**config.mk**
```make
export PLATFORM = sky130hd
export DESIGN_NAME = up_axi_initiator_flat
export DESIGN_NICKNAME = d
export VERILOG_FILES = /design/src/rtl/up_axi_initiator_pkg.sv /design/src/rtl/up_axi_initiator_if.sv /design/src/rtl/up_axi_initiator_wdog.sv /design/src/rtl/up_axi_initiator.sv /design/src/flat_wrapper.sv
export SDC_FILE = /design/constraint.sdc
export NUM_CORES = 1
export LEC_CHECK = 0
export ABC_CLOCK_PERIOD_IN_PS = 3300
export CAP_MARGIN = 5
export CORE_MARGIN = 2
export CORE_UTILIZATION = 35
export DETAILED_ROUTE_END_ITERATION = 8
export DONT_BUFFER_PORTS = 1
export PLACE_DENSITY = 0.53
export REMOVE_ABC_BUFFERS = 1
export SYNTH_ARGS = -nofsm -noshare
export SYNTH_HDL_FRONTEND = slang
export SYNTH_HIERARCHICAL = 1
export SYNTH_SLANG_ARGS = --single-unit
```
**constraint.sdc**
```tcl
create_clock -name up_clk -period 3.3 [get_ports up_clk]
set_input_delay 0.66 -clock up_clk [delete_from_list [all_inputs] [get_ports up_clk]]
set_output_delay 0.66 -clock up_clk [all_outputs]
set_load 0.02 [all_outputs]
```
**src/rtl/up_axi_initiator_pkg.sv**
```systemverilog
// up_axi_initiator_pkg
// Shared types and constants for the up_axi_initiator AXI4-Lite master:
// FSM state encoding, AXI response codes, the read data returned on a
// watchdog abort, and the response-to-error mapping.
package up_axi_initiator_pkg;

    typedef enum logic [2:0] {
        IDLE,
        WR_REQ,
        WR_RESP,
        RD_REQ,
        RD_RESP,
        RSP
    } state_t;

    localparam logic [1:0] RESP_OKAY   = 2'b00;
    localparam logic [1:0] RESP_EXOKAY = 2'b01;
    localparam logic [1:0] RESP_SLVERR = 2'b10;
    localparam logic [1:0] RESP_DECERR = 2'b11;

    localparam logic [31:0] TIMEOUT_RDATA = 32'hDEAD_DEAD;

    // AXI4-Lite has no exclusive access, so EXOKAY is reported as an error.
    function automatic logic resp_is_err(input logic [1:0] resp);
        return resp != RESP_OKAY;
    endfunction

endpackage

```
**src/rtl/up_axi_initiator_if.sv**
```systemverilog
// up_axi_initiator_if
// AXI4-Lite bus bundle (AW, W, B, AR, R channels) between the initiator and
// a register slave.
//   master modport : drives valids/addresses/data/bready/rready
//   slave modport  : drives readies, bvalid/bresp, rvalid/rdata/rresp
interface up_axi_initiator_if;

    logic        awvalid;
    logic        awready;
    logic [31:0] awaddr;
    logic [2:0]  awprot;

    logic        wvalid;
    logic        wready;
    logic [31:0] wdata;
    logic [3:0]  wstrb;

    logic        bvalid;
    logic        bready;
    logic [1:0]  bresp;

    logic        arvalid;
    logic        arready;
    logic [31:0] araddr;
    logic [2:0]  arprot;

    logic        rvalid;
    logic        rready;
    logic [31:0] rdata;
    logic [1:0]  rresp;

    modport master (
        output awvalid, awaddr, awprot, wvalid, wdata, wstrb, bready,
               arvalid, araddr, arprot, rready,
        input  awready, wready, bvalid, bresp, arready, rvalid, rdata, rresp
    );

    modport slave (
        input  awvalid, awaddr, awprot, wvalid, wdata, wstrb, bready,
               arvalid, araddr, arprot, rready,
        output awready, wready, bvalid, bresp, arready, rvalid, rdata, rresp
    );

endinterface

```
**src/rtl/up_axi_initiator_wdog.sv**
```systemverilog
// up_axi_initiator_wdog
// Transaction watchdog for up_axi_initiator (built only with
// AXI_INIT_TIMEOUT_EN).
//   up_clk, up_rstn : clock, synchronous active-low reset
//   clear           : command accepted, restart the count
//   count_en        : FSM is waiting on the AXI bus
//   hit             : the count reaches TIMEOUT_CYCLES at this edge
module up_axi_initiator_wdog #(
    parameter int unsigned TIMEOUT_CYCLES = 255
) (
    input  logic up_clk,
    input  logic up_rstn,
    input  logic clear,
    input  logic count_en,
    output logic hit
);

    localparam logic [16:0] LIMIT = 17'(TIMEOUT_CYCLES);

    logic [15:0] count;

    always_ff @(posedge up_clk) begin
        if (!up_rstn) begin
            count <= '0;
        end else if (clear) begin
            count <= '0;
        end else if (count_en && count != 16'hFFFF) begin
            count <= count + 16'd1;
        end
    end

    // Flag the edge on which the counter would reach the limit, so the FSM
    // aborts exactly TIMEOUT_CYCLES cycles after acceptance.
    assign hit = count_en && (({1'b0, count} + 17'd1) == LIMIT);

endmodule

```
**src/rtl/up_axi_initiator.sv**
```systemverilog
// up_axi_initiator
// Single-outstanding AXI4-Lite master: turns register commands into AXI4-Lite
// writes/reads and returns one response per command.
// Optional feature: define AXI_INIT_TIMEOUT_EN to add a transaction watchdog
// (TIMEOUT_CYCLES); without it the block waits on the bus indefinitely.
// Ports:
//   up_clk, up_rstn            clock, synchronous active-low reset
//   cmd_valid/cmd_ready        command handshake
//   cmd_wr, cmd_addr[13:0]     1 = write; word address
//   cmd_wdata[31:0], cmd_wstrb write data and byte strobes
//   rsp_valid/rsp_ready        response handshake
//   rsp_rdata[31:0]            read data (0 for writes)
//   rsp_err, rsp_timeout       non-OKAY response or abort; watchdog abort
//   m_axi                      AXI4-Lite master bus
module up_axi_initiator
    import up_axi_initiator_pkg::*;
#(
    parameter int unsigned TIMEOUT_CYCLES = 255,
    parameter logic [2:0]  AXI_PROT       = 3'b000
) (
    input  logic               up_clk,
    input  logic               up_rstn,
    input  logic               cmd_valid,
    output logic               cmd_ready,
    input  logic               cmd_wr,
    input  logic [13:0]        cmd_addr,
    input  logic [31:0]        cmd_wdata,
    input  logic [3:0]         cmd_wstrb,
    output logic               rsp_valid,
    input  logic               rsp_ready,
    output logic [31:0]        rsp_rdata,
    output logic               rsp_err,
    output logic               rsp_timeout,
    up_axi_initiator_if.master m_axi
);

    state_t      state;
    logic        accept;
    logic        aw_pending;
    logic        w_pending;
    logic        step_done;
    logic        timeout_hit;
    logic [31:0] cmd_byte_addr;

    assign accept        = cmd_valid && cmd_ready;
    assign cmd_byte_addr = {16'd0, cmd_addr, 2'b00};
    assign aw_pending    = m_axi.awvalid && !m_axi.awready;
    assign w_pending     = m_axi.wvalid && !m_axi.wready;

    assign m_axi.awprot = AXI_PROT;
    assign m_axi.arprot = AXI_PROT;

    // The current bus phase finishes at this edge.
    always_comb begin
        step_done = 1'b0;
        case (state)
            WR_REQ:  step_done = !aw_pending && !w_pending;
            WR_RESP: step_done = m_axi.bvalid;
            RD_REQ:  step_done = m_axi.arready;
            RD_RESP: step_done = m_axi.rvalid;
            default: step_done = 1'b0;
        endcase
    end

`ifdef AXI_INIT_TIMEOUT_EN
    logic busy;
    assign busy = (state == WR_REQ) || (state == WR_RESP) ||
                  (state == RD_REQ) || (state == RD_RESP);

    up_axi_initiator_wdog #(
        .TIMEOUT_CYCLES(TIMEOUT_CYCLES)
    ) u_wdog (
        .up_clk  (up_clk),
        .up_rstn (up_rstn),
        .clear   (accept),
        .count_en(busy),
        .hit     (timeout_hit)
    );
`else
    assign timeout_hit = 1'b0;
`endif

    always_ff @(posedge up_clk) begin
        if (!up_rstn) begin
            state         <= IDLE;
            cmd_ready     <= 1'b0;
            m_axi.awvalid <= 1'b0;
            m_axi.wvalid  <= 1'b0;
            m_axi.bready  <= 1'b0;
            m_axi.arvalid <= 1'b0;
            m_axi.rready  <= 1'b0;
            m_axi.awaddr  <= '0;
            m_axi.araddr  <= '0;
            m_axi.wdata   <= '0;
            m_axi.wstrb   <= '0;
            rsp_valid     <= 1'b0;
            rsp_rdata     <= '0;
            rsp_err       <= 1'b0;
            rsp_timeout   <= 1'b0;
        end else begin
            case (state)
                IDLE: begin
                    if (accept) begin
                        cmd_ready <= 1'b0;
                        if (cmd_wr) begin
                            m_axi.awaddr  <= cmd_byte_addr;
                            m_axi.wdata   <= cmd_wdata;
                            m_axi.wstrb   <= cmd_wstrb;
                            m_axi.awvalid <= 1'b1;
                            m_axi.wvalid  <= 1'b1;
                            state         <= WR_REQ;
                        end else begin
                            m_axi.araddr  <= cmd_byte_addr;
                            m_axi.arvalid <= 1'b1;
                            state         <= RD_REQ;
                        end
                    end else begin
                        cmd_ready <= 1'b1;
                    end
                end
                WR_REQ: begin
                    // AW and W complete independently, in any order.
                    if (m_axi.awvalid && m_axi.awready) m_axi.awvalid <= 1'b0;
                    if (m_axi.wvalid && m_axi.wready)   m_axi.wvalid  <= 1'b0;
                    if (step_done) begin
                        m_axi.bready <= 1'b1;
                        state        <= WR_RESP;
                    end
                end
                WR_RESP: begin
                    if (step_done) begin
                        m_axi.bready <= 1'b0;
                        rsp_valid    <= 1'b1;
                        rsp_rdata    <= '0;
                        rsp_err      <= resp_is_err(m_axi.bresp);
                        rsp_timeout  <= 1'b0;
                        state        <= RSP;
                    end
                end
                RD_REQ: begin
                    if (step_done) begin
                        m_axi.arvalid <= 1'b0;
                        m_axi.rready  <= 1'b1;
                        state         <= RD_RESP;
                    end
                end
                RD_RESP: begin
                    if (step_done) begin
                        m_axi.rready <= 1'b0;
                        rsp_valid    <= 1'b1;
                        rsp_rdata    <= m_axi.rdata;
                        rsp_err      <= resp_is_err(m_axi.rresp);
                        rsp_timeout  <= 1'b0;
                        state        <= RSP;
                    end
                end
                RSP: begin
                    if (rsp_ready) begin
                        rsp_valid <= 1'b0;
                        cmd_ready <= 1'b1;
                        state     <= IDLE;
                    end
                end
                default: state <= IDLE;
            endcase

            // Watchdog abort; a handshake completing on the same edge wins.
            if (timeout_hit && !step_done) begin
                m_axi.awvalid <= 1'b0;
                m_axi.wvalid  <= 1'b0;
                m_axi.arvalid <= 1'b0;
                m_axi.bready  <= 1'b0;
                m_axi.rready  <= 1'b0;
                rsp_valid     <= 1'b1;
                rsp_rdata     <= TIMEOUT_RDATA;
                rsp_err       <= 1'b1;
                rsp_timeout   <= 1'b1;
                state         <= RSP;
            end
        end
    end

endmodule

```
**src/flat_wrapper.sv**
```systemverilog
// flat-port wrapper written by rule: the top's interface ports become plain ports
module up_axi_initiator_flat import up_axi_initiator_pkg::*;
#(
    parameter int unsigned TIMEOUT_CYCLES = 255,
    parameter logic [2:0]  AXI_PROT       = 3'b000
)
  (up_clk, up_rstn, cmd_valid, cmd_ready, cmd_wr, cmd_addr, cmd_wdata, cmd_wstrb, rsp_valid, rsp_ready, rsp_rdata, rsp_err, rsp_timeout, m_axi_awvalid, m_axi_awaddr, m_axi_awprot, m_axi_wvalid, m_axi_wdata, m_axi_wstrb, m_axi_bready, m_axi_arvalid, m_axi_araddr, m_axi_arprot, m_axi_rready, m_axi_awready, m_axi_wready, m_axi_bvalid, m_axi_bresp, m_axi_arready, m_axi_rvalid, m_axi_rdata, m_axi_rresp);
  up_axi_initiator_if m_axi_i ();
  input  logic up_clk;
  input  logic up_rstn;
  input  logic cmd_valid;
  output logic cmd_ready;
  input  logic cmd_wr;
  input  logic [13:0] cmd_addr;
  input  logic [31:0] cmd_wdata;
  input  logic [3:0] cmd_wstrb;
  output logic rsp_valid;
  input  logic rsp_ready;
  output logic [31:0] rsp_rdata;
  output logic rsp_err;
  output logic rsp_timeout;
  output wire logic [$bits(m_axi_i.awvalid)-1:0] m_axi_awvalid;
  output wire logic [$bits(m_axi_i.awaddr)-1:0] m_axi_awaddr;
  output wire logic [$bits(m_axi_i.awprot)-1:0] m_axi_awprot;
  output wire logic [$bits(m_axi_i.wvalid)-1:0] m_axi_wvalid;
  output wire logic [$bits(m_axi_i.wdata)-1:0] m_axi_wdata;
  output wire logic [$bits(m_axi_i.wstrb)-1:0] m_axi_wstrb;
  output wire logic [$bits(m_axi_i.bready)-1:0] m_axi_bready;
  output wire logic [$bits(m_axi_i.arvalid)-1:0] m_axi_arvalid;
  output wire logic [$bits(m_axi_i.araddr)-1:0] m_axi_araddr;
  output wire logic [$bits(m_axi_i.arprot)-1:0] m_axi_arprot;
  output wire logic [$bits(m_axi_i.rready)-1:0] m_axi_rready;
  input wire logic [$bits(m_axi_i.awready)-1:0] m_axi_awready;
  input wire logic [$bits(m_axi_i.wready)-1:0] m_axi_wready;
  input wire logic [$bits(m_axi_i.bvalid)-1:0] m_axi_bvalid;
  input wire logic [$bits(m_axi_i.bresp)-1:0] m_axi_bresp;
  input wire logic [$bits(m_axi_i.arready)-1:0] m_axi_arready;
  input wire logic [$bits(m_axi_i.rvalid)-1:0] m_axi_rvalid;
  input wire logic [$bits(m_axi_i.rdata)-1:0] m_axi_rdata;
  input wire logic [$bits(m_axi_i.rresp)-1:0] m_axi_rresp;
  assign m_axi_awvalid = m_axi_i.awvalid;
  assign m_axi_awaddr = m_axi_i.awaddr;
  assign m_axi_awprot = m_axi_i.awprot;
  assign m_axi_wvalid = m_axi_i.wvalid;
  assign m_axi_wdata = m_axi_i.wdata;
  assign m_axi_wstrb = m_axi_i.wstrb;
  assign m_axi_bready = m_axi_i.bready;
  assign m_axi_arvalid = m_axi_i.arvalid;
  assign m_axi_araddr = m_axi_i.araddr;
  assign m_axi_arprot = m_axi_i.arprot;
  assign m_axi_rready = m_axi_i.rready;
  assign m_axi_i.awready = m_axi_awready;
  assign m_axi_i.wready = m_axi_wready;
  assign m_axi_i.bvalid = m_axi_bvalid;
  assign m_axi_i.bresp = m_axi_bresp;
  assign m_axi_i.arready = m_axi_arready;
  assign m_axi_i.rvalid = m_axi_rvalid;
  assign m_axi_i.rdata = m_axi_rdata;
  assign m_axi_i.rresp = m_axi_rresp;
  up_axi_initiator #(.TIMEOUT_CYCLES(TIMEOUT_CYCLES), .AXI_PROT(AXI_PROT)) u_core (.up_clk(up_clk), .up_rstn(up_rstn), .cmd_valid(cmd_valid), .cmd_ready(cmd_ready), .cmd_wr(cmd_wr), .cmd_addr(cmd_addr), .cmd_wdata(cmd_wdata), .cmd_wstrb(cmd_wstrb), .rsp_valid(rsp_valid), .rsp_ready(rsp_ready), .rsp_rdata(rsp_rdata), .rsp_err(rsp_err), .rsp_timeout(rsp_timeout), .m_axi(m_axi_i));
endmodule
```
Word level (Yosys, flattened, before mapping)

Cells that the tools add are included.

Register bits after elaboration: 107
Input bits: 96
Output and inout port bits: 147

Equality and inequality tests: 16
Muxes and demuxes: 32
Bitwise logic cells: 1
Reduce and logical (&&, ||, !) cells: 32

Operators by type and width:

| operator                                               | count |
|---|---|
| two-way mux 32 bit                                     | 2 |
| one-hot mux 32 bit (2 select lines)                    | 1 |
| AND reduction 3 bit                                    | 6 |
| nonzero test 2 bit                                     | 9 |
| inequality test 2 x 1 -> 1 bit (second input constant) | 8 |
| one-hot mux 1 bit (2 select lines)                     | 8 |
| two-way mux 3 bit                                      | 5 |
| one-hot mux 3 bit (5 select lines)                     | 1 |
| two-way mux 1 bit                                      | 13 |
| AND reduction 4 bit                                    | 3 |
| equality test 3 x 2 -> 1 bit (second input constant)   | 2 |
| equality test 3 bit (second input constant)            | 2 |
| logical AND 1 bit                                      | 6 |
| inequality test 2 bit (second input constant)          | 3 |
| AND reduction 5 bit                                    | 1 |
| zero test 1 bit                                        | 4 |
| one-hot mux 1 bit (4 select lines)                     | 1 |
| equality test 3 x 1 -> 1 bit (second input constant)   | 1 |
| zero test 3 bit                                        | 1 |
| two-way mux 2 bit                                      | 1 |
| AND reduction 2 bit                                    | 1 |
| OR reduction 2 bit                                     | 1 |
| inverter 1 bit                                         | 1 |

Logic depth before layout (Yosys ltp)

Depth after elaboration: 7
Gate-level depth with buffers: 7
Gate-level depth less buffers: 4

Worst setup path after synthesis

OpenSTA, ideal clock, no wires.

Path kind: in2reg
From: in up_rstn
To: reg u_core.rsp_err
Setup time: 101 ps
Arrival time: 1595 ps
Path slack: 1604 ps
Stages on the path: 5
Path buffers: 3
Path through: clkbuf_1 clkbuf_1 clkbuf_1 nand3_1 o41ai_1

RTL lines:

| what                 | line                    | text |
|---|---|---|
| from (decl)          | flat_wrapper.sv:10      | `input logic up_rstn;` |
| to (signal assigned) | up_axi_initiator.sv:135 | `rsp_err <= resp_is_err(m_axi.bresp);` |
| to (signal assigned) | up_axi_initiator.sv:152 | `rsp_err <= resp_is_err(m_axi.rresp);` |
| to (decl)            | up_axi_initiator.sv:32  | `output logic rsp_err,` |

Worst setup path in the final report

From: reg u_core.state[0]
To: reg u_core.rsp_rdata[24]

Longest elaborated chain between the ends: 4
Elaborated cells between the ends (all ways): 10

RTL lines:

| what                                              | line                                            | text |
|---|---|---|
| from (decl)                                       | up_axi_initiator.sv:37                          | `state_t state;` |
| from (signal assigned)                            | up_axi_initiator.sv:85                          | `state <= IDLE;` |
| from (signal assigned)                            | up_axi_initiator.sv:111                         | `state <= WR_REQ;` |
| from (signal assigned)                            | up_axi_initiator.sv:115                         | `state <= RD_REQ;` |
| equality test 3 bit, or another cell as far along | up_axi_initiator.sv:56, up_axi_initiator.sv:101 |  |
| one-hot mux 1 bit (4 select lines)                | up_axi_initiator.sv:56                          | `case (state)` |
| inequality test 2 x 1 -> 1 bit (no line)          | -                                               |  |
| AND reduction 3 bit (no line)                     | -                                               |  |
| to (signal assigned)                              | up_axi_initiator.sv:151                         | `rsp_rdata <= m_axi.rdata;` |
| to (decl)                                         | up_axi_initiator.sv:31                          | `output logic [31:0] rsp_rdata,` |

Parallel ways exist; a longest one is shown, timed or not.
A chain may end at the register's enable or synchronous reset.

==> results.md <==
- Placed Cells: 603
- Num ports: 243
- RSZ-0062 raised after global routing: false
- Internal power: 2.08 mW
- FFs w/ async S/R, synth: 0%
- Initial Util: 36.3%
- GP Congestion: 0.717
- CP max-delay cell: a31oi_4
- WP data arrival: 2.37 ns
- Max-slew violation count: 0
- Switching power: 1.04 mW
- Clk network pwr share: 32.1%
- Max capacitance violation total: 0
- Total CTS buffers: 9
- Die extent in y: 114 um
- Detailed Place HPWL: 6960 um
- Met1 WL: 3960 um
- Vias in the first global route: 2,801
- CP Cell Sequence: nor2_2, a31oi_4, a22oi_1, nor2_1
- Required @ worst endpoint: 3.57 ns
- Antenna cells: 0
- Power density over cell area: 713 nW/um^2
- R2R setup slack: 1.20 ns
- Layout area overhead: 4.14%
- Clock sink total: 107
- Worst Skew: 0.00792 ns
- Total grt overflow: 0
- Startpoint types: flop
- Largest fanout on the critical path: 35
- Avg WL per Cell: 15.7 um
- CTS max path bufs: 2
- Die X: 114 um
- Setup-failing EPs final: 0
- Root Buffer: clkbuf_16
- Row cnt: 39
- Sum Neg Setup Slack: 0 ns
- Ys Warns: 6
- Yosys reg bits: 107
- Part of the power in registers: 53.5%
- Final #Nets: 567
- Leak Pwr: 1.55 nW
- Routed Antenna Nets: 0
- Fin cells: 619
- Post-Synthesis Cells: 492
- Via/cell ratio: 5.01
- Drt drc: 0
- CP endpoint kind: flop
- Final instance area: 4370 sq um
- Reg clk slew, reported paths: 0.07 ns
- Rel. slew slack: 38.8%
- Placed inst area: 4090 sq um
- Die area: 12,900 sq um
- Post-synthesis sequential area ratio: 51.0%
- Top_reg_cell synth: dfxtp_1
- Uppermost layer routed: met4
- Vias: 3,104
- Hold buffer count at CTS: 0
- Final Critical Period: 2.10 ns
- Yosys cell types: 39
- Layout cell share with drive strength beyond 1: 6.09%
- Total GRT Usage: 14.3%
- Combinational Power Share: 14.5%
- Post-CTS Setup Inserts: 0
- DRT Wirelength: 9740 um
- Post-synth EDFFs: 0
- CP Class: reg2reg
- Cell family with most CP delay: compound AO/OA/AOI/OAI gates
- Final Hold Vio Count: 0
- Met3 WL post-DR: 1150 um
- Met2 Wirelength: 4520 um
- Switching part of the total: 33.3%
- Syn Area/Cell: 8.53 sq um
- Peak VDD IR: 0.000268 V
- Initial antenna violation count: 0
- Worst Tran Pin Value: 0.918 ns
- First-pass GRT wire length: 14,700 um
- Status: complete, no violations
- Hold crit path type: in2reg
- CP bufs+invs: 0
- Post-Syn Area: 4200 sq um
- Core footprint: 11,600 sq um
- CTS tree: done
- Clk Latency, worst-skew pair: 0.34 ns
- PortBufs: 0
- Starting DRC count in detailed routing: 312
- DR pass1 iterations: 4
- Post-cts resize count: 0
- CP max stage delay: 0.80 ns
- Pin count of the biggest net entering global routing: 65
- F_max: 477 MHz
- # H-tree levels: 3
- Fin crit share: 63.5%
## cells in the mapped netlist (2+ instances only)
master / count / area share (%)
dfxtp_1: 107 / 51
a21oi_1: 44 / 5.2
o21ai_0: 31 / 3.7
nand2_1: 90 / 8.0
inv_1: 6 / 0.54
buf_4: 43 / 7.7
nor2_1: 37 / 3.3
buf_1: 3 / 0.27
a311oi_1: 3 / 0.63
nor2b_1: 4 / 0.60
a22oi_1: 32 / 5.7
clkbuf_1: 18 / 1.6
buf_2: 13 / 1.6
o21a_1: 2 / 0.36
nand2b_1: 3 / 0.45
buf_6: 3 / 0.80
nand3_1: 31 / 3.7
## flip-flops by register name (all words and copies together) (netlist names), 3 cells and up
name and flops:
u_core/m_axi.araddr 14, u_core/rsp_rdata 32, u_core/state 3, u_core/m_axi.wstrb 4
u_core/m_axi.awaddr 14, u_core/m_axi.wdata 32
## logic make-up after synthesis
kind of cell | count (synthesis) | synth area share [%]
AND/OR/NAND/NOR | 176 | 18.5
AO/OA/AOI/OAI | 120 | 17.6
flip-flops | 107 | 51.0
buffers and inverters | 87 | 12.6
multiplexers | 1 | 0.239
other | 1 | 0.0894
## placed cells by master (no fill, tap or decap), types with 9 or more instances in the layout
cell type,instances
dfxtp_1,107
o21ai_0,31
conb_1,43
a21oi_1,44
a22oi_1,32
nand3_1,31
clkbuf_16,9
nand2_1,90
nor2_1,37
## cell type report
| type | count | area, sq um |
|---|---|---|
| multi-input cells | 340 | 1700 |
| repair buffers | 6 | 45.0 |
| well taps | 143 | 179 |
| flip-flops and latches | 107 | 2140 |
| clock inverters | 7 | 52.6 |
| clock buffers | 9 | 225 |
| inverters | 7 | 26.3 |
| fillers | 1161 | 7190 |
## routing by layer
metal,track usage (%),vias to the layer above
met5,0,-
met4,4.23,0
met3,7.01,9
met2,23.6,174
met1,16.5,1388
li1,-,1533
## path summary, 6_finish.rpt
| kind | cells past startpoint | from | to |
|---|---|---|---|
| min | 1 | m_axi_wready | u_core/m_axi.wvalid$_SDFFE_PN0P_ |
| max | 4 | u_core/state[0]$_SDFFE_PN0P_ | u_core/rsp_rdata[24]$_SDFFE_PN0P_ |
| min reg2reg | 2 | u_core/rsp_valid$_SDFFE_PN0P_ | u_core/rsp_valid$_SDFFE_PN0P_ |
| max reg2reg | 4 | u_core/state[0]$_SDFFE_PN0P_ | u_core/rsp_rdata[24]$_SDFFE_PN0P_ |
## per-stage QoR
stage	hold WS [ns]	total power [mW]	utilization (%)	setup WS (ns)
after floorplan	0.517	2.01	-	-1.07
after global placement	0.544	2.14	35.4	1.33
after detailed placement	0.542	2.15	35.4	1.25
after CTS	0.416	3.15	37.8	1.24
after global routing	0.416	3.29	37.8	1.01
final	0.434	3.12	37.8	1.20
## power groups by stage
stage	registers [mW]	logic (mW)	clock network [mW]
after detailed placement	1.70	0.452	0
final	1.67	0.451	0.999
after global placement	1.70	0.442	0
after global routing	1.68	0.512	1.09
after CTS	1.67	0.453	1.03
after floorplan	1.65	0.362	0
No activity file was read; power rests on OpenSTA's default activity.
